$ cat src/rtl/branch_predictor_if.sv
// Fetch/execute <-> branch predictor bundle.
// master: pipeline side (drives fetch PC and resolved-branch training).
// slave : predictor side (returns prediction and perf counters).
interface branch_predictor_if;
  logic [31:0] fetch_PC;
  logic        predict_taken;
  logic [31:0] predict_PC;
  logic        update_valid;
  logic        update_hold;
  logic [31:0] update_PC;
  logic        update_taken;
  logic [31:0] update_target;
  logic        update_miss;
  logic [31:0] bp_branch_count;
  logic [31:0] bp_miss_count;

  modport master (
    output fetch_PC, update_valid, update_hold, update_PC,
           update_taken, update_target, update_miss,
    input  predict_taken, predict_PC, bp_branch_count, bp_miss_count
  );

  modport slave (
    input  fetch_PC, update_valid, update_hold, update_PC,
           update_taken, update_target, update_miss,
    output predict_taken, predict_PC, bp_branch_count, bp_miss_count
  );
endinterface

$ cat src/rtl/branch_predictor.sv
// Direct-mapped BTB with 2-bit saturating direction counters.
// Lookup is combinational from fetch_PC; training comes from execute one
// stage later and is written on the clock edge where it is accepted.
// Optional feature macro: BP_PERF_CNT_EN enables the accepted-update and
// misprediction counters; without it both counter outputs read zero.
module branch_predictor #(
  parameter int INDEX_W = 4
) (
  input logic              clk,
  input logic              rst,
  branch_predictor_if.slave bp
);
  localparam int ENTRIES = 1 << INDEX_W;
  localparam int TAG_W   = 30 - INDEX_W;

  logic             valid_q  [ENTRIES];
  logic [TAG_W-1:0] tag_q    [ENTRIES];
  logic [31:0]      target_q [ENTRIES];
  logic [1:0]       ctr_q    [ENTRIES];

  logic [INDEX_W-1:0] fetch_idx;
  logic [TAG_W-1:0]   fetch_tag;
  logic               fetch_hit;
  logic [INDEX_W-1:0] upd_idx;
  logic [TAG_W-1:0]   upd_tag;
  logic               upd_hit;
  logic               upd_accept;
  logic [1:0]         ctr_d;

  assign fetch_idx = bp.fetch_PC[INDEX_W+1:2];
  assign fetch_tag = bp.fetch_PC[31:INDEX_W+2];
  assign fetch_hit = valid_q[fetch_idx] && (tag_q[fetch_idx] == fetch_tag);

  assign bp.predict_taken = fetch_hit & ctr_q[fetch_idx][1];
  assign bp.predict_PC    = bp.predict_taken ? target_q[fetch_idx]
                                             : bp.fetch_PC + 32'd4;

  assign upd_idx = bp.update_PC[INDEX_W+1:2];
  assign upd_tag = bp.update_PC[31:INDEX_W+2];
  assign upd_hit = valid_q[upd_idx] && (tag_q[upd_idx] == upd_tag);

  // A taken branch with a misaligned target is execute's exception path,
  // so it never trains; a held execute stage re-presents the same branch.
  assign upd_accept = bp.update_valid && !bp.update_hold &&
                      (!bp.update_taken || (bp.update_target[1:0] == 2'b00));

  // Saturating step of the direction counter for the entry being trained.
  always_comb begin
    ctr_d = ctr_q[upd_idx];
    if (bp.update_taken) begin
      if (ctr_q[upd_idx] != 2'b11) ctr_d = ctr_q[upd_idx] + 2'd1;
    end else begin
      if (ctr_q[upd_idx] != 2'b00) ctr_d = ctr_q[upd_idx] - 2'd1;
    end
  end

  // Table write: train on hit, allocate on taken miss, clear on reset.
  always_ff @(posedge clk) begin
    if (rst) begin
      for (int i = 0; i < ENTRIES; i++) begin
        valid_q[i] <= 1'b0;
        ctr_q[i]   <= 2'b01;
      end
    end else if (upd_accept) begin
      if (upd_hit) begin
        ctr_q[upd_idx] <= ctr_d;
        if (bp.update_taken) target_q[upd_idx] <= bp.update_target;
      end else if (bp.update_taken) begin
        valid_q[upd_idx]  <= 1'b1;
        tag_q[upd_idx]    <= upd_tag;
        target_q[upd_idx] <= bp.update_target;
        ctr_q[upd_idx]    <= 2'b10;
      end
    end
  end

`ifdef BP_PERF_CNT_EN
  logic [31:0] branch_cnt_q, branch_cnt_d;
  logic [31:0] miss_cnt_q, miss_cnt_d;
  logic        unused_perf;

  assign branch_cnt_d = branch_cnt_q + 32'd1;
  assign miss_cnt_d   = miss_cnt_q + 32'd1;

  // Perf counters count only updates that actually trained the table path.
  always_ff @(posedge clk) begin
    if (rst) begin
      branch_cnt_q <= 32'd0;
      miss_cnt_q   <= 32'd0;
    end else if (upd_accept) begin
      branch_cnt_q <= branch_cnt_d;
      if (bp.update_miss) miss_cnt_q <= miss_cnt_d;
    end
  end

  assign bp.bp_branch_count = branch_cnt_q;
  assign bp.bp_miss_count   = miss_cnt_q;
  assign unused_perf = ^{bp.fetch_PC[1:0], bp.update_PC[1:0]};
`else
  logic unused_perf;

  assign bp.bp_branch_count = 32'd0;
  assign bp.bp_miss_count   = 32'd0;
  assign unused_perf = ^{bp.fetch_PC[1:0], bp.update_PC[1:0], bp.update_miss};
`endif

endmodule
$ cat src/flat_wrapper.sv
// flat-port wrapper written by rule: the top's interface ports become plain ports
module branch_predictor_flat 
#(
  parameter int INDEX_W = 4
)
  (clk, rst, bp_fetch_PC, bp_update_valid, bp_update_hold, bp_update_PC, bp_update_taken, bp_update_target, bp_update_miss, bp_predict_taken, bp_predict_PC, bp_bp_branch_count, bp_bp_miss_count);
  branch_predictor_if bp_i ();
  input logic clk;
  input logic rst;
  input wire logic [$bits(bp_i.fetch_PC)-1:0] bp_fetch_PC;
  input wire logic [$bits(bp_i.update_valid)-1:0] bp_update_valid;
  input wire logic [$bits(bp_i.update_hold)-1:0] bp_update_hold;
  input wire logic [$bits(bp_i.update_PC)-1:0] bp_update_PC;
  input wire logic [$bits(bp_i.update_taken)-1:0] bp_update_taken;
  input wire logic [$bits(bp_i.update_target)-1:0] bp_update_target;
  input wire logic [$bits(bp_i.update_miss)-1:0] bp_update_miss;
  output wire logic [$bits(bp_i.predict_taken)-1:0] bp_predict_taken;
  output wire logic [$bits(bp_i.predict_PC)-1:0] bp_predict_PC;
  output wire logic [$bits(bp_i.bp_branch_count)-1:0] bp_bp_branch_count;
  output wire logic [$bits(bp_i.bp_miss_count)-1:0] bp_bp_miss_count;
  assign bp_i.fetch_PC = bp_fetch_PC;
  assign bp_i.update_valid = bp_update_valid;
  assign bp_i.update_hold = bp_update_hold;
  assign bp_i.update_PC = bp_update_PC;
  assign bp_i.update_taken = bp_update_taken;
  assign bp_i.update_target = bp_update_target;
  assign bp_i.update_miss = bp_update_miss;
  assign bp_predict_taken = bp_i.predict_taken;
  assign bp_predict_PC = bp_i.predict_PC;
  assign bp_bp_branch_count = bp_i.bp_branch_count;
  assign bp_bp_miss_count = bp_i.bp_miss_count;
  branch_predictor #(.INDEX_W(INDEX_W)) u_core (.clk(clk), .rst(rst), .bp(bp_i));
endmodule
$ cat config.mk
export PLATFORM = sky130hd
export DESIGN_NAME = branch_predictor_flat
export DESIGN_NICKNAME = d
export VERILOG_FILES = /design/src/rtl/branch_predictor_if.sv /design/src/rtl/branch_predictor.sv /design/src/flat_wrapper.sv
export SDC_FILE = /design/constraint.sdc
export NUM_CORES = 1
export LEC_CHECK = 0
export CAP_MARGIN = 10
export CORE_UTILIZATION = 45
export DETAILED_ROUTE_END_ITERATION = 12
export PLACE_DENSITY = 0.6
export SLEW_MARGIN = 20
export SYNTH_ARGS = -nofsm -noshare
export SYNTH_HDL_FRONTEND = slang
export SYNTH_SLANG_ARGS = --single-unit
$ cat constraint.sdc
create_clock -name clk -period 5.3 [get_ports clk]
set_clock_uncertainty 0.05 [all_clocks]
set_input_delay 0.53 -clock clk [delete_from_list [all_inputs] [get_ports clk]]
set_output_delay 0.53 -clock clk [all_outputs]
set_load 0.005 [all_outputs]
## Word level (Yosys, flattened, before mapping)

Memories as Yosys holds them, arrays and structs flattened.
Index checks and enable logic that the tools add are counted.

- Memories kept: 4
- Register bits after elaboration: 0
- Output and inout bits: 97
- Word-level logic and storage cells: 51
- Memory bits (writable): 976

Memory list:

| memory | words | bits a word | rd ports | clocked after memory_dff | wr ports | line | RTL |
|---|---|---|---|---|---|---|---|
| u_core.target_q | 16 | 32 | 1 | 0 | 1 | branch_predictor.sv:18 | `logic [31:0] target_q [ENTRIES];` |
| u_core.tag_q | 16 | 26 | 2 | 0 | 1 | branch_predictor.sv:17 | `logic [TAG_W-1:0] tag_q [ENTRIES];` |
| u_core.ctr_q | 16 | 2 | 2 | 0 | 16 | branch_predictor.sv:19 | `logic [1:0] ctr_q [ENTRIES];` |
| u_core.valid_q | 16 | 1 | 2 | 0 | 16 | branch_predictor.sv:16 | `logic valid_q [ENTRIES];` |

- Mux-type cells: 27
- Reduce and logical (&&, ||, !) cells: 11
- Equality and inequality tests: 3
- $add $sub $neg: 3
- Bitwise operators: 3

Operators by type and width:

| cell | count |
|---|---|
| 2-to-1 mux 32 bit | 2 |
| == test 26 bit | 2 |
| adder 32 x 3 -> 32 bit (second input constant) | 1 |
| 2-to-1 mux 1 bit | 18 |
| 2-to-1 mux 2 bit | 5 |
| 2-to-1 mux 4 bit | 2 |
| logical AND 1 bit | 4 |
| adder 2 x 1 -> 2 bit (second input constant) | 1 |
| logical NOT 1 bit | 2 |
| logical NOT 2 bit | 1 |
| != test 2 bit (second input constant) | 1 |
| bitwise OR 1 bit | 2 |
| nonzero test 2 bit | 1 |
| OR reduction 2 bit | 1 |
| subtractor 2 x 1 -> 2 bit (second input constant) | 1 |
| bitwise AND 1 bit | 1 |
| logical OR 1 bit | 1 |
| OR reduction 1 bit | 1 |

## Logic depth before layout (Yosys ltp)

An unclocked memory read counts as a cell.

- Word-level depth: 10
- Gate-level depth with buffers: 14

## Worst setup path before layout

Ideal clock, no wire load.

- Path kind: input -> register
- Start point: input bp_update_PC[4]
- End point: memory u_core.tag_q[3][0] (netlist bit) (enable)
- Arrival: 3.851 ns
- Data required time: 4.841 ns
- Stages: 10
- Path buffers: 3
- Setup slack: 0.990 ns
- Path through: buf_2 buf_2 mux4_2 mux4_2 xnor2_1 and4b_1 nand3_1 nand2_1 buf_2 nor2_1

- Longest elaborated chain between the ends: 7
- Elaborated cells between the ends (all ways): 8

RTL lines:

| what | line | RTL |
|---|---|---|
| start: declaration | flat_wrapper.sv:13 | `input wire logic [$bits(bp_i.update_PC)-1:0] bp_update_PC;` |
| memory (16 x 26 bit) | n/a |  |
| == test 26 bit | branch_predictor.sv:40 | `assign upd_hit = valid_q[upd_idx] && (tag_q[upd_idx] == upd_tag);` |
| logical AND 1 bit | branch_predictor.sv:40 |  |
| 2-to-1 mux 1 bit | branch_predictor.sv:65 | `if (upd_hit) begin` |
| 2-to-1 mux 1 bit | branch_predictor.sv:64 | `end else if (upd_accept) begin` |
| 2-to-1 mux 1 bit | branch_predictor.sv:59 | `if (rst) begin` |
| 2-to-1 mux 1 bit (not written as such) | branch_predictor.sv:70 | `tag_q[upd_idx] <= upd_tag;` |
| end: declaration | branch_predictor.sv:17 |  |

Several ways; a longest one is shown, not always the timed one.

## Worst setup path after layout

- Start point: input bp_fetch_PC[2]
- End point: output bp_predict_PC[18]

- Longest elaborated chain between the ends: 5
- Elaborated cells between the ends (all ways): 9

RTL lines:

| what | line | RTL |
|---|---|---|
| start: declaration | flat_wrapper.sv:10 | `input wire logic [$bits(bp_i.fetch_PC)-1:0] bp_fetch_PC;` |
| memory (16 x 26 bit) | n/a |  |
| == test 26 bit | branch_predictor.sv:32 | `assign fetch_hit = valid_q[fetch_idx] && (tag_q[fetch_idx] == fetch_tag);` |
| logical AND 1 bit | branch_predictor.sv:32 |  |
| bitwise AND 1 bit | branch_predictor.sv:34 | `assign bp.predict_taken = fetch_hit & ctr_q[fetch_idx][1];` |
| 2-to-1 mux 32 bit * | branch_predictor.sv:35 | `assign bp.predict_PC = bp.predict_taken ? target_q[fetch_idx]` |
| end: declaration | flat_wrapper.sv:18 | `output wire logic [$bits(bp_i.predict_PC)-1:0] bp_predict_PC;` |

Mark *: on every way between the ends. The rest lies on a longest branch, timed or not.

==> metrics.txt <==
hold_sp u_core.valid_q[3]; post-synthesis register bit count 976; vias 23000; Worst-Skew Late Latency 0.68 ns; Syn Area/Cell 19.7 um^2; critical path class input pin to primary output; number of global-route vias before repair 23500; initial antenna violation count 2; Min-Delay Endpoint u_core.valid_q[3]; post-CTS resize count 0; # DRC 0; post-synthesis sequential area ratio 0.676; Sink Count 976; post-route cell area 0.0500 mm^2; largest net degree at the start of global routing 114; Slew Limit Headroom 0.262; DRT antenna net count 0; Std-Cell Rows 113; cells on worst reg2reg path 12; Die Area 0.0971 mm^2; register area 0.0291 mm^2; area occupied by multi-input gates 0.0132 mm^2; Worst Tran Pin Value 1.11 ns; Final GP Congestion 0.907; clk slew on worst S/H paths 0.06 ns; number of port buffers 131; worst vdd ir 0.238 mV; RSZ-0062 raised after global routing false; min Tclk post-route 5.04 ns; Post-synth top flop edfxtp_1; slowest CP cell mux4_2; reg2reg start u_core.tag_q[10][0]; share of cells above drive strength 1 0.293; Clk Tree Root Cell clkbuf_16; die width 312 um; number of flops mapped to enable cells by yosys 960; CTS Hold Bufs 0; Hold WC Path Type register to register; Cell variety after synth 53; worst path bufs/invs 5; hold path cells 2; # Max-Cap Violations 0; ANT cells 0; Syn Inst Count 2191; commonest non-fill, non-tap cell in the layout edfxtp_1; Leak 15.9 nW; Mapped Area 0.0431 mm^2; R2R Path End u_core.tag_q[9][9]; worst-path cell chain buf_8, buf_4, buf_4, mux4_2, a221oi_2, xnor2_1, nor4_1, nand4_1, nor3_4, buf_12, mux2_2, clkdlybuf4s50_1; Hold Fails Final Rpt 0; Total Wirelength 118 mm; total track usage 0.244; postcts setup bufs 0; Post-synth ARST share 0; clock tree buffer depth 3; Avg WL per Cell 31.3 um; worst endpoint required time 4.72 ns; Initial DRC Count 2344; Pwr Density 340 mW/mm^2; Fmax 198 MHz; Tcrit/Tclk final 0.951; CP Launch Type input pin; area delta synth->final 16.0%; GRT Residual Overflow 0; first-pass detailed-route iteration total 5; Crit path largest cell delay 0.56 ns; CTS tree built; H-tree level count 3; Filler Cell Count 7447; Core ar. 0.0950 mm^2; delay-heaviest family, CP buffers and inverters; Starting Density 0.454; vias per cell 6.12; Synth warnings 0; Post-DP Area 0.0466 mm^2; r2r setup slk 1.30 ns; crit path max fanout 37; HPWL Detailed 73.8 mm; CTS Buf Count 100; final setup vio count 0; nets@finish 2515; run status finished, final reports clean; most frequent cells in the layout 960 x edfxtp_1, 368 x mux4_2, 123 x clkdlybuf4s50_1; CP arrival 4.46 ns; global-route wire length before repair 169 mm; Crit. End Element primary output; IO Count 199; Final Max Slew Viols 0; most frequent CP cell buf_4; Chip Height 312 um; setup TNS 0 ns
[layout make-up]
type / count / share of cell area
timing repair buffer: 253 / 0.0522
clock inverter: 64 / 0.0153
inverter: 26 / 0.00200
multi-input combinational: 1055 / 0.263
tap: 1265 / 0.0317
clock buffer: 120 / 0.0524
sequential: 976 / 0.583
[kinds of logic after synthesis]
logic type / share of synthesized area
flops: 0.676
mux: 0.227
simple gates: 0.0295
buf+inv: 0.0295
compound gates: 0.0205
xor+xnor: 0.0175
fa+ha+maj: 0.000290
other cells: 0.0000870
[worst register-to-register path, cell delays in order (launching register included)]
cell and delay, ns:
edfxtp_1 0.39, mux4_2 0.49, mux2i_1 0.23, xnor2_1 0.27, nor4_1 0.16, a41oi_1 0.20, buf_4 0.17, and4b_1 0.29
nand3_1 0.14, nand2_2 0.14, buf_4 0.23, nor2_4 0.61, buf_12 0.31
[state kept, by name (all words and copies together), names as in the netlist]
register / cells
u_core.target_q: 512
u_core.tag_q: 416
u_core.ctr_q: 32
u_core.valid_q: 16
[cells in the mapped netlist, drive strengths merged (27+ instances only)]
| cell | count | area, um^2 |
|---|---|---|
| buf | 154 | 1010 |
| clkbuf | 43 | 161 |
| edfxtp | 960 | 28800 |
| mux2 | 49 | 552 |
| mux2i | 93 | 931 |
| mux4 | 368 | 8290 |
| nand2 | 82 | 308 |
| nand3 | 27 | 135 |
| nor2 | 67 | 251 |
| nor3 | 31 | 166 |
| xnor2 | 46 | 403 |
| xor2 | 40 | 350 |
[worst max path at each step]
stage                     from            endpoint  cells after the start
2_1_floorplan  bp_update_PC[4]  u_core.tag_q[3][0]                     10
3_3_place_gp    bp_fetch_PC[2]   bp_predict_PC[18]                     12
3_5_place_dp    bp_fetch_PC[2]   bp_predict_PC[18]                     12
4_1_cts         bp_fetch_PC[2]   bp_predict_PC[18]                     12
5_1_grt         bp_fetch_PC[2]   bp_predict_PC[18]                     14
6_report        bp_fetch_PC[2]   bp_predict_PC[18]                     12
[through the flow]
| step | util | setup WS, ns | hold slack, ns | instances | power, mW |
|---|---|---|---|---|---|
| after floorplan | - | 0.990 | 0.400 | 2254 | 9.41 |
| after global placement | 0.491 | 0.232 | 0.417 | 3575 | 9.87 |
| after detailed placement | 0.491 | 0.249 | 0.428 | 3575 | 9.89 |
| after CTS | 0.526 | 0.241 | 0.437 | 3759 | 17.1 |
| after global routing | 0.526 | 0.0911 | 0.451 | 3759 | 17.5 |
| final | 0.526 | 0.261 | 0.445 | 3759 | 17.0 |
[per-layer routing]
metal / GRT usage / wire, um / vias to the layer above
met4: 0.0464 / 1740 / 4
met3: 0.0504 / 9460 / 129
met5: 0 / 27 / -
met1: 0.357 / 50600 / 12400
li1: - / - / 9467
met2: 0.382 / 55800 / 1014
[power by group]
part / total (mW) / internal, mW / switching [mW]
registers: 8.51 / 8.50 / 0.0102
clock network: 7.26 / 4.27 / 2.99
logic: 1.21 / 0.534 / 0.680
Note: power is estimated with default switching activity, not from simulation.
